[config.mk]
export PLATFORM = sky130hd
export DESIGN_NAME = dot_result_collector_flat
export DESIGN_NICKNAME = d
export VERILOG_FILES = /design/src/rtl/dot_pkg.sv /design/src/rtl/dot_result_collector_if.sv /design/src/rtl/result_fifo.sv /design/src/rtl/dot_result_collector.sv /design/src/flat_wrapper.sv
export SDC_FILE = /design/constraint.sdc
export NUM_CORES = 1
export LEC_CHECK = 0
export CAP_MARGIN = 10
export CORE_MARGIN = 5
export CORE_UTILIZATION = 53
export CTS_CLUSTER_SIZE = 14
export DETAILED_ROUTE_END_ITERATION = 12
export PLACE_DENSITY = 0.89
export SYNTH_ARGS = -nofsm -noshare
export SYNTH_HDL_FRONTEND = slang
export SYNTH_SLANG_ARGS = --single-unit
[constraint.sdc]
create_clock -name clk_i -period 4 [get_ports clk_i]
set_clock_uncertainty 0.2 [all_clocks]
set_input_delay 1.2 -clock clk_i [delete_from_list [all_inputs] [get_ports clk_i]]
set_output_delay 1.2 -clock clk_i [all_outputs]
set_load 0.02 [all_outputs]
[src/rtl/dot_pkg.sv]
// Shared sizing helpers and types for the dot-product result collector.
//   out_size(in0,in1)       : partial-sum width produced by the dot unit
//   res_size(out,max_tiles) : accumulated result width with tile headroom
//   dl_entry_t              : one delay-line stage {vld, last}
//   part_pair_t             : partial-sum pair at the default operand sizes
package dot_pkg;

  function automatic int out_size(input int in0, input int in1);
    return in0 + in1 + 8;
  endfunction

  function automatic int res_size(input int osz, input int max_tiles);
    return osz + $clog2(max_tiles);
  endfunction

  localparam int OUT_SIZE_DEF = out_size(4, 8);
  localparam int RES_SIZE_DEF = res_size(OUT_SIZE_DEF, 16);

  typedef struct packed {
    logic vld;
    logic last;
  } dl_entry_t;

  typedef logic [1:0][OUT_SIZE_DEF-1:0] part_pair_t;

endpackage

[src/rtl/dot_result_collector_if.sv]
// Issue/result bundle between the dot-unit producer, the collector and the
// result consumer.
//   issue_valid/issue_last/issue_ready : operand tile issue handshake
//   part                               : partial-sum pair from the dot unit
//   res_valid/res_ready/res_data       : finished-result stream
//   err                                : sticky overflow debug flag
// slave = collector side, master = environment side.
interface dot_result_collector_if #(
  parameter int OUT_SIZE = 20,
  parameter int RES_SIZE = 24
);
  logic                     issue_valid;
  logic                     issue_last;
  logic                     issue_ready;
  logic [1:0][OUT_SIZE-1:0] part;
  logic                     res_valid;
  logic                     res_ready;
  logic [RES_SIZE-1:0]      res_data;
  logic                     err;

  modport slave (
    input  issue_valid, issue_last, part, res_ready,
    output issue_ready, res_valid, res_data, err
  );

  modport master (
    output issue_valid, issue_last, part, res_ready,
    input  issue_ready, res_valid, res_data, err
  );
endinterface

[src/rtl/result_fifo.sv]
// Show-ahead result FIFO. DEPTH must be a power of two so the pointers wrap
// by plain overflow.
//   clk_i, rst_ni   : clock, async active-low reset
//   push_i, data_i  : write request and data
//   pop_i           : read request (ignored when empty)
//   data_o          : head entry (valid whenever !empty_o)
//   count_o         : occupancy
//   full_o, empty_o : status
// A push while full is dropped unless a pop happens on the same edge.
module result_fifo #(
  parameter  int WIDTH = 24,
  parameter  int DEPTH = 4,
  localparam int AW    = $clog2(DEPTH)
) (
  input  logic             clk_i,
  input  logic             rst_ni,
  input  logic             push_i,
  input  logic [WIDTH-1:0] data_i,
  input  logic             pop_i,
  output logic [WIDTH-1:0] data_o,
  output logic [AW:0]      count_o,
  output logic             full_o,
  output logic             empty_o
);
  logic [DEPTH-1:0][WIDTH-1:0] mem_q;
  logic [AW-1:0]               wr_ptr_q, rd_ptr_q;
  logic [AW:0]                 count_q;
  logic                        do_push, do_pop;

  assign full_o  = (count_q == (AW+1)'(DEPTH));
  assign empty_o = (count_q == '0);
  assign do_pop  = pop_i & ~empty_o;
  // When full, the pop frees the head slot, which is exactly where wr_ptr
  // points, so the write lands safely behind the departing entry.
  assign do_push = push_i & (~full_o | do_pop);

  always_ff @(posedge clk_i or negedge rst_ni) begin
    if (!rst_ni) begin
      mem_q    <= '0;
      wr_ptr_q <= '0;
      rd_ptr_q <= '0;
      count_q  <= '0;
    end else begin
      if (do_push) begin
        mem_q[wr_ptr_q] <= data_i;
        wr_ptr_q        <= wr_ptr_q + 1'b1;
      end
      if (do_pop) rd_ptr_q <= rd_ptr_q + 1'b1;
      if (do_push & ~do_pop)      count_q <= count_q + 1'b1;
      else if (do_pop & ~do_push) count_q <= count_q - 1'b1;
    end
  end

  assign data_o  = mem_q[rd_ptr_q];
  assign count_o = count_q;
endmodule

[src/rtl/dot_result_collector.sv]
// Consumer side of the fixed-latency dot-product unit. Tracks accepted
// operand tiles through a LATENCY-deep {vld,last} delay line, sums the two
// partial sums on arrival, accumulates across tiles of one product and
// queues finished products in a show-ahead FIFO.
//   clk_i, rst_ni : clock, async active-low reset
//   bus (slave)   : issue handshake, partial sums, result stream, err
// issue_ready is a credit check: FIFO entries plus lasts still in flight
// must stay below FIFO_DEPTH, so the FIFO can never overflow.
// MAX_TILES must be >= 2; the interface must be sized with the same
// OUT_SIZE/RES_SIZE as derived here.
module dot_result_collector
  import dot_pkg::*;
#(
  parameter int IN_SIZE_0  = 4,
  parameter int IN_SIZE_1  = 8,
  parameter int LATENCY    = 3,
  parameter int FIFO_DEPTH = 4,
  parameter int MAX_TILES  = 16
) (
  input logic                   clk_i,
  input logic                   rst_ni,
  dot_result_collector_if.slave bus
);
  localparam int OUT_SIZE = out_size(IN_SIZE_0, IN_SIZE_1);
  localparam int RES_SIZE = res_size(OUT_SIZE, MAX_TILES);
  localparam int EXT      = RES_SIZE - OUT_SIZE;
  localparam int AW       = $clog2(FIFO_DEPTH);
  localparam int CW       = $clog2(FIFO_DEPTH + LATENCY + 1);

  dl_entry_t [LATENCY-1:0] dl_q, dl_d;
  logic [RES_SIZE-1:0]     acc_q;
  logic                    first_q;
  logic                    err_q;

  logic                    accept, arrive, arrive_last, pop;
  logic [CW-1:0]           inflight, used;
  logic [RES_SIZE-1:0]     p0_ext, p1_ext, tile_sum, acc_sum;
  logic [AW:0]             fifo_count;
  logic                    fifo_full, fifo_empty;

  assign accept = bus.issue_valid & bus.issue_ready;

  always_comb begin
    dl_d        = dl_q;
    dl_d[0].vld  = accept;
    dl_d[0].last = accept & bus.issue_last;
    for (int i = 1; i < LATENCY; i++) dl_d[i] = dl_q[i-1];
  end

  // Lasts still travelling the delay line have a FIFO slot reserved.
  always_comb begin
    inflight = '0;
    for (int i = 0; i < LATENCY; i++) inflight = inflight + CW'(dl_q[i].last);
  end

  assign used            = CW'(fifo_count) + inflight;
  assign bus.issue_ready = (used < CW'(FIFO_DEPTH));

  assign arrive      = dl_q[LATENCY-1].vld;
  assign arrive_last = arrive & dl_q[LATENCY-1].last;

  assign p0_ext   = {{EXT{bus.part[0][OUT_SIZE-1]}}, bus.part[0]};
  assign p1_ext   = {{EXT{bus.part[1][OUT_SIZE-1]}}, bus.part[1]};
  assign tile_sum = p0_ext + p1_ext;
  // first_q restarts the product without a separate clear cycle.
  assign acc_sum  = (first_q ? '0 : acc_q) + tile_sum;

  assign pop = bus.res_valid & bus.res_ready;

  always_ff @(posedge clk_i or negedge rst_ni) begin
    if (!rst_ni) begin
      dl_q    <= '0;
      acc_q   <= '0;
      first_q <= 1'b1;
      err_q   <= 1'b0;
    end else begin
      dl_q <= dl_d;
      if (arrive) begin
        acc_q   <= acc_sum;
        first_q <= dl_q[LATENCY-1].last;
      end
      if (arrive_last & fifo_full & ~pop) err_q <= 1'b1;
    end
  end

  result_fifo #(
    .WIDTH (RES_SIZE),
    .DEPTH (FIFO_DEPTH)
  ) u_fifo (
    .clk_i   (clk_i),
    .rst_ni  (rst_ni),
    .push_i  (arrive_last),
    .data_i  (acc_sum),
    .pop_i   (pop),
    .data_o  (bus.res_data),
    .count_o (fifo_count),
    .full_o  (fifo_full),
    .empty_o (fifo_empty)
  );

  assign bus.res_valid = ~fifo_empty;
  assign bus.err       = err_q;
endmodule
[src/flat_wrapper.sv]
// flat-port wrapper written by rule: the top's interface ports become plain ports
module dot_result_collector_flat import dot_pkg::*;
#(
  parameter int IN_SIZE_0  = 4,
  parameter int IN_SIZE_1  = 8,
  parameter int LATENCY    = 3,
  parameter int FIFO_DEPTH = 4,
  parameter int MAX_TILES  = 16
)
  (clk_i, rst_ni, bus_issue_valid, bus_issue_last, bus_part, bus_res_ready, bus_issue_ready, bus_res_valid, bus_res_data, bus_err);
  dot_result_collector_if bus_i ();
  input logic clk_i;
  input logic rst_ni;
  input wire logic [$bits(bus_i.issue_valid)-1:0] bus_issue_valid;
  input wire logic [$bits(bus_i.issue_last)-1:0] bus_issue_last;
  input wire logic [$bits(bus_i.part)-1:0] bus_part;
  input wire logic [$bits(bus_i.res_ready)-1:0] bus_res_ready;
  output wire logic [$bits(bus_i.issue_ready)-1:0] bus_issue_ready;
  output wire logic [$bits(bus_i.res_valid)-1:0] bus_res_valid;
  output wire logic [$bits(bus_i.res_data)-1:0] bus_res_data;
  output wire logic [$bits(bus_i.err)-1:0] bus_err;
  assign bus_i.issue_valid = bus_issue_valid;
  assign bus_i.issue_last = bus_issue_last;
  assign bus_i.part = bus_part;
  assign bus_i.res_ready = bus_res_ready;
  assign bus_issue_ready = bus_i.issue_ready;
  assign bus_res_valid = bus_i.res_valid;
  assign bus_res_data = bus_i.res_data;
  assign bus_err = bus_i.err;
  dot_result_collector #(.IN_SIZE_0(IN_SIZE_0), .IN_SIZE_1(IN_SIZE_1), .LATENCY(LATENCY), .FIFO_DEPTH(FIFO_DEPTH), .MAX_TILES(MAX_TILES)) u_core (.clk_i(clk_i), .rst_ni(rst_ni), .bus(bus_i));
endmodule
Word-level counts from Yosys, hierarchy flattened. Cells that the tools add are included.

Output and inout bits: 27. Register bits: 135. Bits of input ports: 45. Word-level logic and storage cells: 57.

Mux-type cells: 8. $lt $le $gt $ge: 4. Bitwise operators: 16. Eq/ne operators: 1. Reductions and logical operators: 3. $add $sub $neg: 9.

Operator list (number): 96-bit bitwise mux (1); 24-bit two-way mux (3); 24-bit binary-select mux with 2-bit select (1); 24-bit demux with 2-bit select (1); 24-bit adder (1); 20-bit by 20-bit adder with 21-bit output (1); 1-bit AND (10); 2-bit by 3-bit < comparator with 1-bit output, second input constant (2); 3-bit two-way mux (2); 1-bit inverter (5); 2-bit by 1-bit adder with 2-bit output, second input constant (2); 3-bit by 1-bit adder with 3-bit output (1); 3-bit by 1-bit adder with 3-bit output, second input constant (1); 3-bit adder (1); 3-bit equality test, second input constant (1); 3-bit zero test (1); 3-bit < comparator, second input constant (1); 3-bit by 1-bit subtractor with 3-bit output, second input constant (1); 1-bit by 1-bit adder with 2-bit output (1); 2-bit by 1-bit >= comparator with 1-bit output, second input constant (1); 2-bit nonzero test (1); 1-bit logical AND (1); 1-bit bitwise OR (1).

Logic depth before layout (Yosys ltp). Gate-level depths: netlist (run 1).

Word-level depth: 10. Depth in mapped cells: 22.

Modules after synthesis. A second synthesis (run 1) with hierarchy kept.

Cells, all modules: 699. Area, all modules: 8313.0 um^2.

Modules (own cells, without submodules): result_fifo (seq. area each 2577.5 um^2, cells each 269, area an instance 4588.2 um^2, instances 1); dot_result_collector (seq. area each 802.0 um^2, cells each 430, area an instance 3724.8 um^2, instances 1).

Worst setup path after synthesis (run 1). Ideal clock, no wire load.

Path type: in2reg. Start point: input port bus_part[1]. End point: register u_core.u_fifo.mem_q[22] in the netlist's numbering. Path slack: -1819 ps. Required time: 3675 ps. Setup time: 125 ps. Cell stages on the path: 20. Arrival: 5494 ps. Cell sequence: ha_1 > a21o_1 > a21oi_1 > nor2b_1 > o21a_1 > o41a_1 > nor3b_1 > nor3_1 > o21ai_0 > xor2_1 > ha_1 > a211o_1 > a211o_1 > a21oi_1 > a31oi_1 > a31oi_1 > o21ai_0 > and4bb_2 > or3_4 > mux2_2.

Word-level cells in the longest chain between the ends: 3.

Ends and longest elaborated chain: start, declared (line flat_wrapper.sv:16) `input wire logic [$bits(bus_i.part)-1:0] bus_part;`; 20-bit by 20-bit adder with 21-bit output (line dot_result_collector.sv:64) `assign tile_sum = p0_ext + p1_ext;`; 24-bit adder (line dot_result_collector.sv:66) `assign acc_sum = (first_q ? '0 : acc_q) + tile_sum;`; 96-bit bitwise mux (line result_fifo.sv:45) `mem_q[wr_ptr_q] <= data_i;`; end signal, assigned by index (line result_fifo.sv:45); end, declared (line result_fifo.sv:25) `logic [DEPTH-1:0][WIDTH-1:0] mem_q;`.

Every way passes these cells. A chain may end at the register's enable or synchronous reset.

Final worst setup path (run 1).
Start point: input port bus_part[28]. End point: register u_core.u_fifo.mem_q[23] in the netlist's numbering.

The elaborated chain is that of the path after synthesis.

==> run_results.csv, run 1 <==
group,metric,value,unit
yosys,ys_seq_area_share,43.3,%
die,start_util,54.0,%
pwr,pwr-share-comb,64.3,%
pwr,p_switching,4.44,mW
worst_setup_path,critPathLaunchType,"primary input",
timing,min_period,5.41,ns
global_routing,antenna_found_initial,0,
clock_tree,cts_inserted_buffers,17,
detailed_routing,remaining_drc_errors,0,
die,dieArea,17300,um^2
pwr,clkPwrFrac,15.0,%
pwr,p_sw_share,40.1,%
die,io_pins,72,
clock_tree,clockBufferDepth,2,
global_routing,overflow,0,
detailed_routing,first_iter_violations,457,
worst_setup_path,rr_startpoint,"u_core.first_q",
worst_setup_path,cp.arrival,5.52,ns
pwr,p_int,6.63,mW
detailed_routing,vias_per_cell,6.13,
timing,max_clock_freq,185,MHz
yosys,avgSynthCellArea,11.9,um^2
cells_and_area,final_common_cell,"buf_4",
worst_setup_path,path_class,"in2reg",
cells_and_area,stdcell_area,11400,um^2
worst_setup_path,cp-end-kind,"flop",
timing,setup_violations,70,
global_routing,grt_usage,25.1,%
yosys,synth_top_area_share,42.9,%
yosys,synth_edf_count,0,
worst_hold_path,min_to,"u_core.dl_d[5]",
worst_hold_path,whs_path_depth,0,
clock_tree,htreeDepth,4,
yosys,synthTopCellsByArea,"dfrtp_1, mux2_2, ha_1",
yosys,synth_flop_cell,"dfrtp_1",
outcome,violations,"setup timing",
worst_setup_path,critPathRequiredTime,4.11,ns
worst_hold_path,hp-start,"u_core.dl_d[3]",
global_routing,grt_max_degree,56,
cells_and_area,finalNonFillerCells,1088,
worst_hold_path,min_path_type,"reg2reg",
timing,fin_ws,-1.41,ns
cells_and_area,final_cell_mix,"buf_4, dfrtp_1, mux2_2, clkdlybuf4s50_1, ha_1",
timing,tightest_slew,0.699,ns
yosys,synth_nets,757,
worst_setup_path,regToRegEndpoint,"u_core.u_fifo.mem_q[23]",
yosys,syn_inst,656,
timing,slew_viol_final,0,
place,dp_worst_setup_slack,-2.34,ns
detailed_routing,wl_per_cell,22.5,um
cells_and_area,layout.nets,992,
worst_setup_path,reg2reg_setup_slack,0.23,ns
timing,fin_crit_sh,135,%
global_routing,grt_pass1_wl,35400,um
clock_tree,clk_pin_slew,0.06,ns
clock_tree,cts_root_buffer,"clkbuf_16",
outcome,status,"complete, but fails checks",
clock_tree,cts_sinks,135,
yosys,synth_cell_types,56,
place,dp_hpwl,14100,um
pwr,power_frac_seq,20.7,%
flow_run,maxCapViolCount,0,
cells_and_area,drive_gt1_share,48.1,%
worst_setup_path,ff2ff_path_depth,14,
place,port-buffer-count,71,
pwr,vdd.ir_drop.worst,584,uV
worst_setup_path,cp_max_fo,5,
yosys,ys_warn_count,0,
clock_tree,clk-insertion-delay-late,0.43,ns
cells_and_area,areaGrowthSynthToFinish,46.3,%
yosys,syn_area,7810,um^2
cells_and_area,diodes,0,
place,placed_area,9890,um^2
place,place_inst,1026,
die,die_y,131,um
pwr,powerDensity,969,nW/um^2
die,fp.coreArea,14500,um^2
timing,tns,-57.82,ns
clock_tree,cts_tree,"built",
die,row_count,44,
yosys,synth_top_cell_by_area,"dfrtp_1",
timing,hold_viol_final,0,
yosys,yosys_register_bits,135,
yosys,async_reset_ff_share,100,%
timing,maxSlewHeadroom,53.4,%
pwr,leakage,5.44,nW
die,die_x,131,um
detailed_routing,postRouteAntennaNets,0,
global_routing,grt_pass1_vias,7050,
timing,rsz0062_at_grt,"true",
detailed_routing,num_vias,6671,
detailed_routing,drt_wl_total,24500,um
place,gp_congestion,0.840,
detailed_routing,drtPass1Iterations,5,
## synth_stat cells (14+ instances only)
| cell | instances |
|---|---|
| dfrtp_1 | 134 |
| a21o_1 | 14 |
| nor2_1 | 35 |
| mux4_2 | 24 |
| o21ai_0 | 33 |
| mux2_2 | 96 |
| xnor2_1 | 34 |
| a21oi_1 | 26 |
| nor2b_1 | 25 |
| inv_1 | 17 |
| ha_1 | 53 |
| clkbuf_1 | 15 |
| nand2_1 | 39 |
## per-layer routing
layer	share of wire, %	track usage (%)	vias to the layer above
met5	0	0	-
met4	6.0	11.2	0
met3	4.7	4.89	119
met2	54	45.6	304
met1	36	28.6	3369
li1	-	-	2879
## kinds of logic after synthesis
| group | synth area share [%] |
|---|---|
| mux | 21.3 |
| fa+ha+maj | 9.26 |
| xor+xnor | 4.82 |
| buf+inv | 2.07 |
| flops | 43.3 |
| compound gates | 10.5 |
| simple gates | 8.74 |
## layout make-up
type / instances / area (um^2)
fillers: 758 / 3050
repair buffers: 239 / 2040
well taps: 184 / 230
flip-flops and latches: 135 / 3380
multi-input cells: 481 / 5080
clock inverters: 10 / 143
inverters: 17 / 63.8
clock buffers: 22 / 484
## worst max-delay path, cell delays in order
cell	delay (ns)
clkdlybuf4s50_1	0.41
ha_1	0.31
buf_4	0.14
nand2_1	0.12
o41ai_4	0.42
a31oi_4	0.14
o21bai_1	0.18
a21oi_1	0.12
xnor2_1	0.22
ha_1	0.29
a21o_1	0.18
a311o_1	0.29
a211oi_2	0.15
nand3_1	0.17
nor2b_4	0.19
a211oi_2	0.19
mux2_4	0.21
o211ai_1	0.11
nor3b_4	0.19
mux2_4	0.28
## how the worst max path moves through the flow
stage | startpoint | end | slack [ns] | depth (start not counted)
detailed placement | bus_part[0] | u_core.u_fifo.mem_q[23] | -2.34 | 23
global route | bus_part[28] | u_core.u_fifo.mem_q[23] | -1.55 | 20
global placement | bus_part[0] | u_core.u_fifo.mem_q[71] | -2.05 | 23
floorplan | bus_part[1] | u_core.u_fifo.mem_q[46] | -1.44 | 20
CTS | bus_part[21] | u_core.u_fifo.mem_q[22] | -1.42 | 21
finish | bus_part[28] | u_core.u_fifo.mem_q[23] | -1.41 | 20
## sequential cells by signal (all words and copies together), names as in the netlist
register,cells
u_core.first_q,1
u_core.arrive,1
u_core.dl_d,4
u_core.acc_q,24
u_core.u_fifo.rd_ptr_q,2
u_core.u_fifo.mem_q,96
u_core.u_fifo.wr_ptr_q,2
u_core.dl_q,1
u_core.bus.err,1
u_core.u_fifo.count_o,3
## metrics by stage
| step | utilization (%) | hold slack, ns | power (mW) |
|---|---|---|---|
| after global routing | 78.9 | 0.163 | 11.6 |
| after floorplan | - | 0.131 | 5.49 |
| after detailed placement | 68.3 | 0.143 | 7.82 |
| final | 78.9 | 0.153 | 11.1 |
| after global placement | 68.3 | 0.138 | 7.50 |
| after CTS | 75.9 | 0.156 | 10.2 |
## power by group through the flow
stage / combinational [mW] / clock [mW] / sequential, mW
after floorplan: 3.38 / 0 / 2.11
after global placement: 5.32 / 0 / 2.18
after detailed placement: 5.58 / 0 / 2.24
after CTS: 6.32 / 1.66 / 2.25
after global routing: 7.52 / 1.73 / 2.34
final: 7.13 / 1.66 / 2.29
## repair_timing
action,in CTS,in global routing
pin swaps,60,57
resized for setup,103,75
hold buffers,0,0
setup buffers,23,17
setup endpoints to repair,92,85
hold endpoints to repair,0,0
Note: power is estimated with default switching activity, not from simulation.
==> inputs of run 2 (changes only) <==
--- a/config.mk
+++ b/config.mk
@@ -11,4 +11,5 @@
 export CTS_CLUSTER_SIZE = 14
 export DETAILED_ROUTE_END_ITERATION = 12
+export MAX_ROUTING_LAYER = met4
 export PLACE_DENSITY = 0.89
 export SYNTH_ARGS = -nofsm -noshare
==> constraint.sdc (replaced) <==
create_clock -name clk_i -period 4 [get_ports clk_i]
set_clock_uncertainty 0.2 [all_clocks]
set_input_delay 0.4 -clock clk_i [delete_from_list [all_inputs] [get_ports clk_i]]
set_output_delay 0.4 -clock clk_i [all_outputs]
set_load 0.02 [all_outputs]
==> run 2 against run 1 <==
Against the previous run: the flow still finishes with violations (setup timing); die area did not move; cell area is 3.6% lower; via count is 3.2% lower; highest routed layer unchanged.
==> run_results.csv, run 2 (synthesis results as in run 1) <==
group,metric,value,unit
outcome,status,"complete, but fails checks",
outcome,violations,"setup timing",
worst_setup_path,crit_slowest_cell,"o41ai_4",
place,port-buffer-count,71,
clock_tree,clk_pin_slew,0.06,ns
cells_and_area,layout.nets,975,
detailed_routing,remaining_drc_errors,0,
worst_setup_path,crit_chain,"dlygate4sd2_1 > ha_4 > o21a_1 > o21ai_2 > buf_4 > o41ai_4 > a31oi_1 > o21bai_1 > a21oi_1 > xnor2_1 > ha_1 > a21o_1 > a311o_1 > buf_4 > a41oi_2 > nor2b_4 > a211oi_2 > mux2_4 > o211ai_1 > nor3b_4 > mux2_4",
timing,min_period,4.57,ns
timing,tns,-9.52,ns
timing,tightest_slew,0.984,ns
worst_setup_path,cp.arrival,4.67,ns
global_routing,grt_usage,24.8,%
clock_tree,htreeDepth,4,
clock_tree,cts_tree,"built",
detailed_routing,num_vias,6458,
clock_tree,cts_sinks,135,
worst_setup_path,slowest_delay,0.39,ns
cells_and_area,drive_gt1_share,43.7,%
timing,setup_violations,35,
worst_setup_path,cp_max_fo,5,
place,place_inst,1018,
timing,fin_crit_sh,114,%
global_routing,grt_pass1_vias,6862,
detailed_routing,wl_met2,12000,um
detailed_routing,postRouteAntennaNets,0,
cells_and_area,stdcell_area,11000,um^2
clock_tree,clk-insertion-delay-late,0.42,ns
clock_tree,clockBufferDepth,2,
clock_tree,cts_inserted_buffers,17,
worst_setup_path,path_delay_family,"compound AO/OA/AOI/OAI gates",
worst_setup_path,critPathRequiredTime,4.10,ns
cells_and_area,fill_cells,784,
cells_and_area,diodes,0,
worst_setup_path,critPathLaunchType,"primary input",
worst_setup_path,path_class,"in2reg",
cells_and_area,areaGrowthSynthToFinish,41.0,%
die,io_pins,72,
detailed_routing,met1_length,8650,um
worst_hold_path,min_path_type,"reg2reg",
die,row_count,44,
pwr,powerDensity,920,nW/um^2
global_routing,grt_pass1_wl,34000,um
detailed_routing,dr_wl_met3,1040,um
global_routing,overflow,0,
pwr,vdd.ir_drop.worst,535,uV
place,placed_area,9740,um^2
die,fp.coreArea,14500,um^2
flow_run,maxCapViolCount,0,
die,start_util,54.0,%
timing,maxSlewHeadroom,34.4,%
timing,max_clock_freq,219,MHz
global_routing,antenna_found_initial,0,
detailed_routing,top_layer,"met4",
pwr,p_total,10.1,mW
place,gp_congestion,0.920,
timing,slew_viol_final,0,
die,die_y,131,um
die,die_x,131,um
timing,hold_viol_final,0,
pwr,leakage,5.21,nW
cells_and_area,regArea,3380,um^2
cells_and_area,largest_reg_flops,96,
detailed_routing,vias_per_cell,6.03,
worst_setup_path,cp_num_buf_inv,3,
detailed_routing,drt_wl_total,22600,um
detailed_routing,wl_per_cell,21.1,um
place,dp_hpwl,13900,um
detailed_routing,drtPass1Iterations,6,
global_routing,grt_max_degree,78,
cells_and_area,final_cell_mix,"buf_4, dfrtp_1, mux2_2, clkdlybuf4s50_1",
timing,fin_ws,-0.572,ns
die,dieArea,17300,um^2
cells_and_area,finalNonFillerCells,1071,
cells_and_area,multi_input_area,4870,um^2
cells_and_area,final_common_cell,"buf_4",
worst_setup_path,cp-end-kind,"flop",
cells_and_area,top_register,"u_core.u_fifo.mem_q",
detailed_routing,first_iter_violations,547,
clock_tree,cts_root_buffer,"clkbuf_16",
place,dp_worst_setup_slack,-1.49,ns
timing,rsz0062_at_grt,"true",
run 2: cell types whose count changed in the layout (fill, tap and decap cells not counted), moves of 7 or more:
cell and delta:
buf_4 -13, xnor2_1 +7, mux2_4 -13, mux2_2 +13, nor2_1 +11
run 2: path summary, 6_finish.rpt:
path | start | endpoint | slack, ns | cells after the start
setup / recovery | bus_part[26] | u_core.u_fifo.mem_q[23] | -0.57 | 21
hold / removal | u_core.dl_d[3] | u_core.dl_d[5] | 0.15 | 0
setup reg to reg | u_core.first_q | u_core.u_fifo.mem_q[46] | 0.14 | 13
hold reg to reg | u_core.dl_d[3] | u_core.dl_d[5] | 0.15 | 0
max in group asynchronous | rst_ni | u_core.u_fifo.mem_q[17] | 2.16 | 3
min in group asynchronous | rst_ni | u_core.u_fifo.mem_q[11] | 0.50 | 2
run 2: routing by layer:
metal	vias up	track usage (%)
li1	2828	-
met1	3250	27.7
met2	283	43.1
met3	97	5.24
met4	0	10.1
met5	-	-
run 2: power breakdown:
| group | total [mW] | leakage, nW | switching (mW) | internal [mW] |
|---|---|---|---|---|
| combinational | 6.29 | 3.20 | 3.13 | 3.17 |
| clock | 1.54 | 0.268 | 0.614 | 0.925 |
| sequential | 2.30 | 1.74 | 0.388 | 1.91 |
| total | 10.1 | 5.21 | 4.13 | 6.00 |
run 2: area by class of cell:
class	instances	share of cell area (%)
well taps	184	2.09
clock inverters	13	1.35
clock buffers	19	3.93
repair buffers	222	17.2
inverters	17	0.579
flip-flops and latches	135	30.7
multi-input cells	481	44.2
run 2: stage by stage:
step | hold slack [ns] | util (%)
after global placement | 0.135 | 67.3
final | 0.148 | 76.1
after detailed placement | 0.135 | 67.3
after floorplan | -0.0956 | -
after global routing | 0.155 | 76.1
after CTS | 0.149 | 73.3
run 2: what timing repair did:
action / 4_1_cts / 5_1_grt
pin swaps: 40 / 52
setup endpoints to repair: 59 / 55
hold buffers: 1 / 0
resized for setup: 70 / 76
setup buffers: 13 / 13
endpoints found under the hold margin: 74 / 0
run 2: worst reg2reg max path: stages (launching register included):
cell and delay [ns]:
dfstp_2 0.57, nor2b_1 0.07, ha_1 0.22, fa_1 0.39, a211oi_1 0.25, nor2_1 0.10, o21a_1 0.20, o2111ai_1 0.33
a31oi_2 0.18, a31oi_2 0.23, o21ai_2 0.08, and4bb_2 0.23, or3_4 0.37, mux2_4 0.29
==> inputs of run 3 (changes only) <==
--- a/config.mk
+++ b/config.mk
@@ -9,4 +9,5 @@
 export CORE_MARGIN = 5
 export CORE_UTILIZATION = 53
+export CTS_CLUSTER_DIAMETER = 150
 export CTS_CLUSTER_SIZE = 14
 export DETAILED_ROUTE_END_ITERATION = 12
==> constraint.sdc (replaced) <==
create_clock -name clk_i -period 4 [get_ports clk_i]
set_clock_uncertainty 0.2 [all_clocks]
set_input_delay 0.8 -clock clk_i [delete_from_list [all_inputs] [get_ports clk_i]]
set_output_delay 0.8 -clock clk_i [all_outputs]
set_load 0.02 [all_outputs]
==> run 3 against run 2 <==
Against the previous run: the flow still finishes with violations (setup timing); via count fell by 1.5%; combinational power rose by 8.4%; cell count fell by 0.84%; setup slack got worse by 0.47 ns; worst hold slack improved by 0.0079 ns; die area did not move; highest routed layer unchanged; clock power rose by 5%; sequential cell count did not move; fmax fell by 9.3%; sequential share of layout area fell by 0.63 points; critical path depth fell by 2; non-clock buffer count fell by 9.
==> run_results.csv, run 3 (synthesis results as in run 1) <==
group,metric,value,unit
outcome,status,"complete, but fails checks",
outcome,violations,"setup timing",
worst_setup_path,cp.arrival,5.14,ns
worst_setup_path,cp_common_cell,"o21ai_1",
pwr,powerDensity,953,nW/um^2
timing,tns,-30.16,ns
worst_setup_path,cp_max_fo,5,
cells_and_area,finalNonFillerCells,1062,
clock_tree,clk-insertion-delay-late,0.41,ns
global_routing,grt_usage,26.0,%
die,die_y,131,um
global_routing,antenna_found_initial,0,
timing,hold_viol_final,0,
cells_and_area,areaGrowthSynthToFinish,44.0,%
timing,holdWs,0.156,ns
timing,slew_viol_final,0,
cells_and_area,fin_util,77.7,%
detailed_routing,first_iter_violations,515,
global_routing,grt_pass1_vias,7065,
cells_and_area,fill_cells,769,
worst_setup_path,cp-end-kind,"flop",
pwr,p_switching,4.32,mW
worst_setup_path,crit_chain,"dlygate4sd2_1 > ha_4 > o21a_1 > o21ai_4 > a21oi_1 > o41a_1 > nor3b_4 > nor3_2 > o21ai_1 > xor2_1 > ha_1 > a211o_1 > a211oi_1 > a31oi_2 > a31oi_1 > o21ai_1 > and4bb_2 > or3_4 > mux2_4",
worst_hold_path,whs_path_depth,0,
clock_tree,cts_sinks,135,
place,port-buffer-count,71,
place,dp_worst_setup_slack,-1.97,ns
cells_and_area,drive_gt1_share,45.1,%
place,gp_congestion,0.834,
timing,min_period,5.04,ns
die,io_pins,72,
timing,maxSlewHeadroom,39.2,%
timing,max_clock_freq,198,MHz
die,die_x,131,um
worst_hold_path,hp-start,"u_core.dl_d[3]",
worst_setup_path,cp-startpoint,"bus_part[25]",
die,fp.coreArea,14500,um^2
detailed_routing,drtPass1Iterations,5,
worst_setup_path,rr_startpoint,"u_core.first_q",
worst_setup_path,critPathLaunchType,"primary input",
worst_setup_path,ff2ff_path_depth,13,
clock_tree,clockBufferDepth,2,
worst_setup_path,slowest_delay,0.36,ns
pwr,clkPwrFrac,15.0,%
detailed_routing,wl_per_cell,21.7,um
place,placed_area,9780,um^2
worst_setup_path,critPathRequiredTime,4.10,ns
cells_and_area,final_cell_mix,"dfrtp_1, buf_4, mux2_2, clkdlybuf4s50_1, nand2_1",
timing,setup_violations,60,
die,row_count,44,
timing,fin_crit_sh,126,%
cells_and_area,top_register,"u_core.u_fifo.mem_q",
detailed_routing,postRouteAntennaNets,0,
pwr,p_int,6.40,mW
global_routing,grt_pass1_wl,35300,um
pwr,p_total,10.7,mW
timing,fin_ws,-1.04,ns
die,dieArea,17300,um^2
worst_hold_path,min_path_type,"reg2reg",
detailed_routing,vias_per_cell,5.99,
cells_and_area,stdcell_area,11300,um^2
clock_tree,htreeDepth,4,
cells_and_area,diodes,0,
die,start_util,54.0,%
detailed_routing,remaining_drc_errors,0,
detailed_routing,num_vias,6360,
cells_and_area,final_common_cell,"dfrtp_1",
pwr,pwr-share-comb,63.6,%
global_routing,overflow,0,
cells_and_area,layout.nets,966,
flow_run,maxCapViolCount,0,
clock_tree,cts_tree,"built",
cells_and_area,regArea,3380,um^2
pwr,power_frac_seq,21.3,%
pwr,leakage,5.28,nW
global_routing,grt_max_degree,61,
worst_setup_path,path_class,"in2reg",
place,place_inst,1016,
detailed_routing,drt_wl_total,23000,um
clock_tree,clk_pin_slew,0.06,ns
pwr,p_sw_share,40.3,%
timing,rsz0062_at_grt,"true",
pwr,vdd.ir_drop.worst,752,uV
timing,tightest_slew,0.912,ns
worst_setup_path,crit_slowest_cell,"or3_4",
place,dp_hpwl,14200,um
cells_and_area,multi_input_area,5100,um^2
clock_tree,cts_inserted_buffers,17,
clock_tree,cts_root_buffer,"clkbuf_16",
cells_and_area,largest_reg_flops,96,
## run 3: cell count changes in the layout (fill, tap and decap cells not counted), moves of 3 or more
cell             before  now
a21oi_2               7   11
buf_6                13   19
o21ai_2               7   10
clkbuf_8              0    3
clkdlybuf4s50_1      50   53
nor2_1               33   24
mux2_2               79   67
buf_4               140  125
a21oi_1              17   13
o21ai_0              23   19
xnor2_1              27   23
nor2_4                0    7
xnor2_4               3    8
mux2_4               18   30
## run 3: area by class of cell
cell class              instances  area share (%)
clock inverters                11            1.31
flip-flops and latches        135            30.0
multi-input cells             481            45.3
inverters                      17           0.567
repair buffers                213            16.5
well taps                     184            2.05
clock buffers                  21            4.18
## run 3: what timing repair did
action,in CTS,in global routing
gates resized for setup,121,61
setup buffers,35,9
hold buffers,0,0
pin swaps,56,49
endpoints found under the setup margin,70,70
## run 3: power by group through the flow
| stage | combinational (mW) | clock [mW] | sequential [mW] |
|---|---|---|---|
| 4_1_cts | 6.20 | 1.63 | 2.25 |
| 3_3_place_gp | 5.13 | 0 | 2.19 |
| 5_1_grt | 7.22 | 1.69 | 2.34 |
| 3_5_place_dp | 5.40 | 0 | 2.26 |
| 2_1_floorplan | 3.32 | 0 | 2.11 |
| 6_report | 6.82 | 1.61 | 2.29 |
## run 3: final timing paths
kind                                            to  slack, ns
setup / recovery           u_core.u_fifo.mem_q[46]      -1.04
hold / removal                      u_core.dl_d[5]       0.16
setup reg to reg           u_core.u_fifo.mem_q[46]       0.11
hold reg to reg                     u_core.dl_d[5]       0.16
max in group asynchronous           u_core.first_q       2.52
min in group asynchronous  u_core.u_fifo.mem_q[65]       0.19
## run 3: worst max-delay path: cells and delay by family
family          cells  cell delay, ns
buf+inv             1            0.26
mux                 1            0.28
simple gates        4            0.99
xor+xnor            1            0.16
compound gates     10            2.07
fa+ha+maj           2            0.58
## run 3: routing by layer
metal / up-vias / track usage [%] / share of wire [%]
li1: 2822 / - / -
met4: 0 / 10.2 / 5.1
met3: 85 / 4.89 / 4.1
met5: - / - / 0
met2: 227 / 46.2 / 54
met1: 3226 / 28.7 / 37
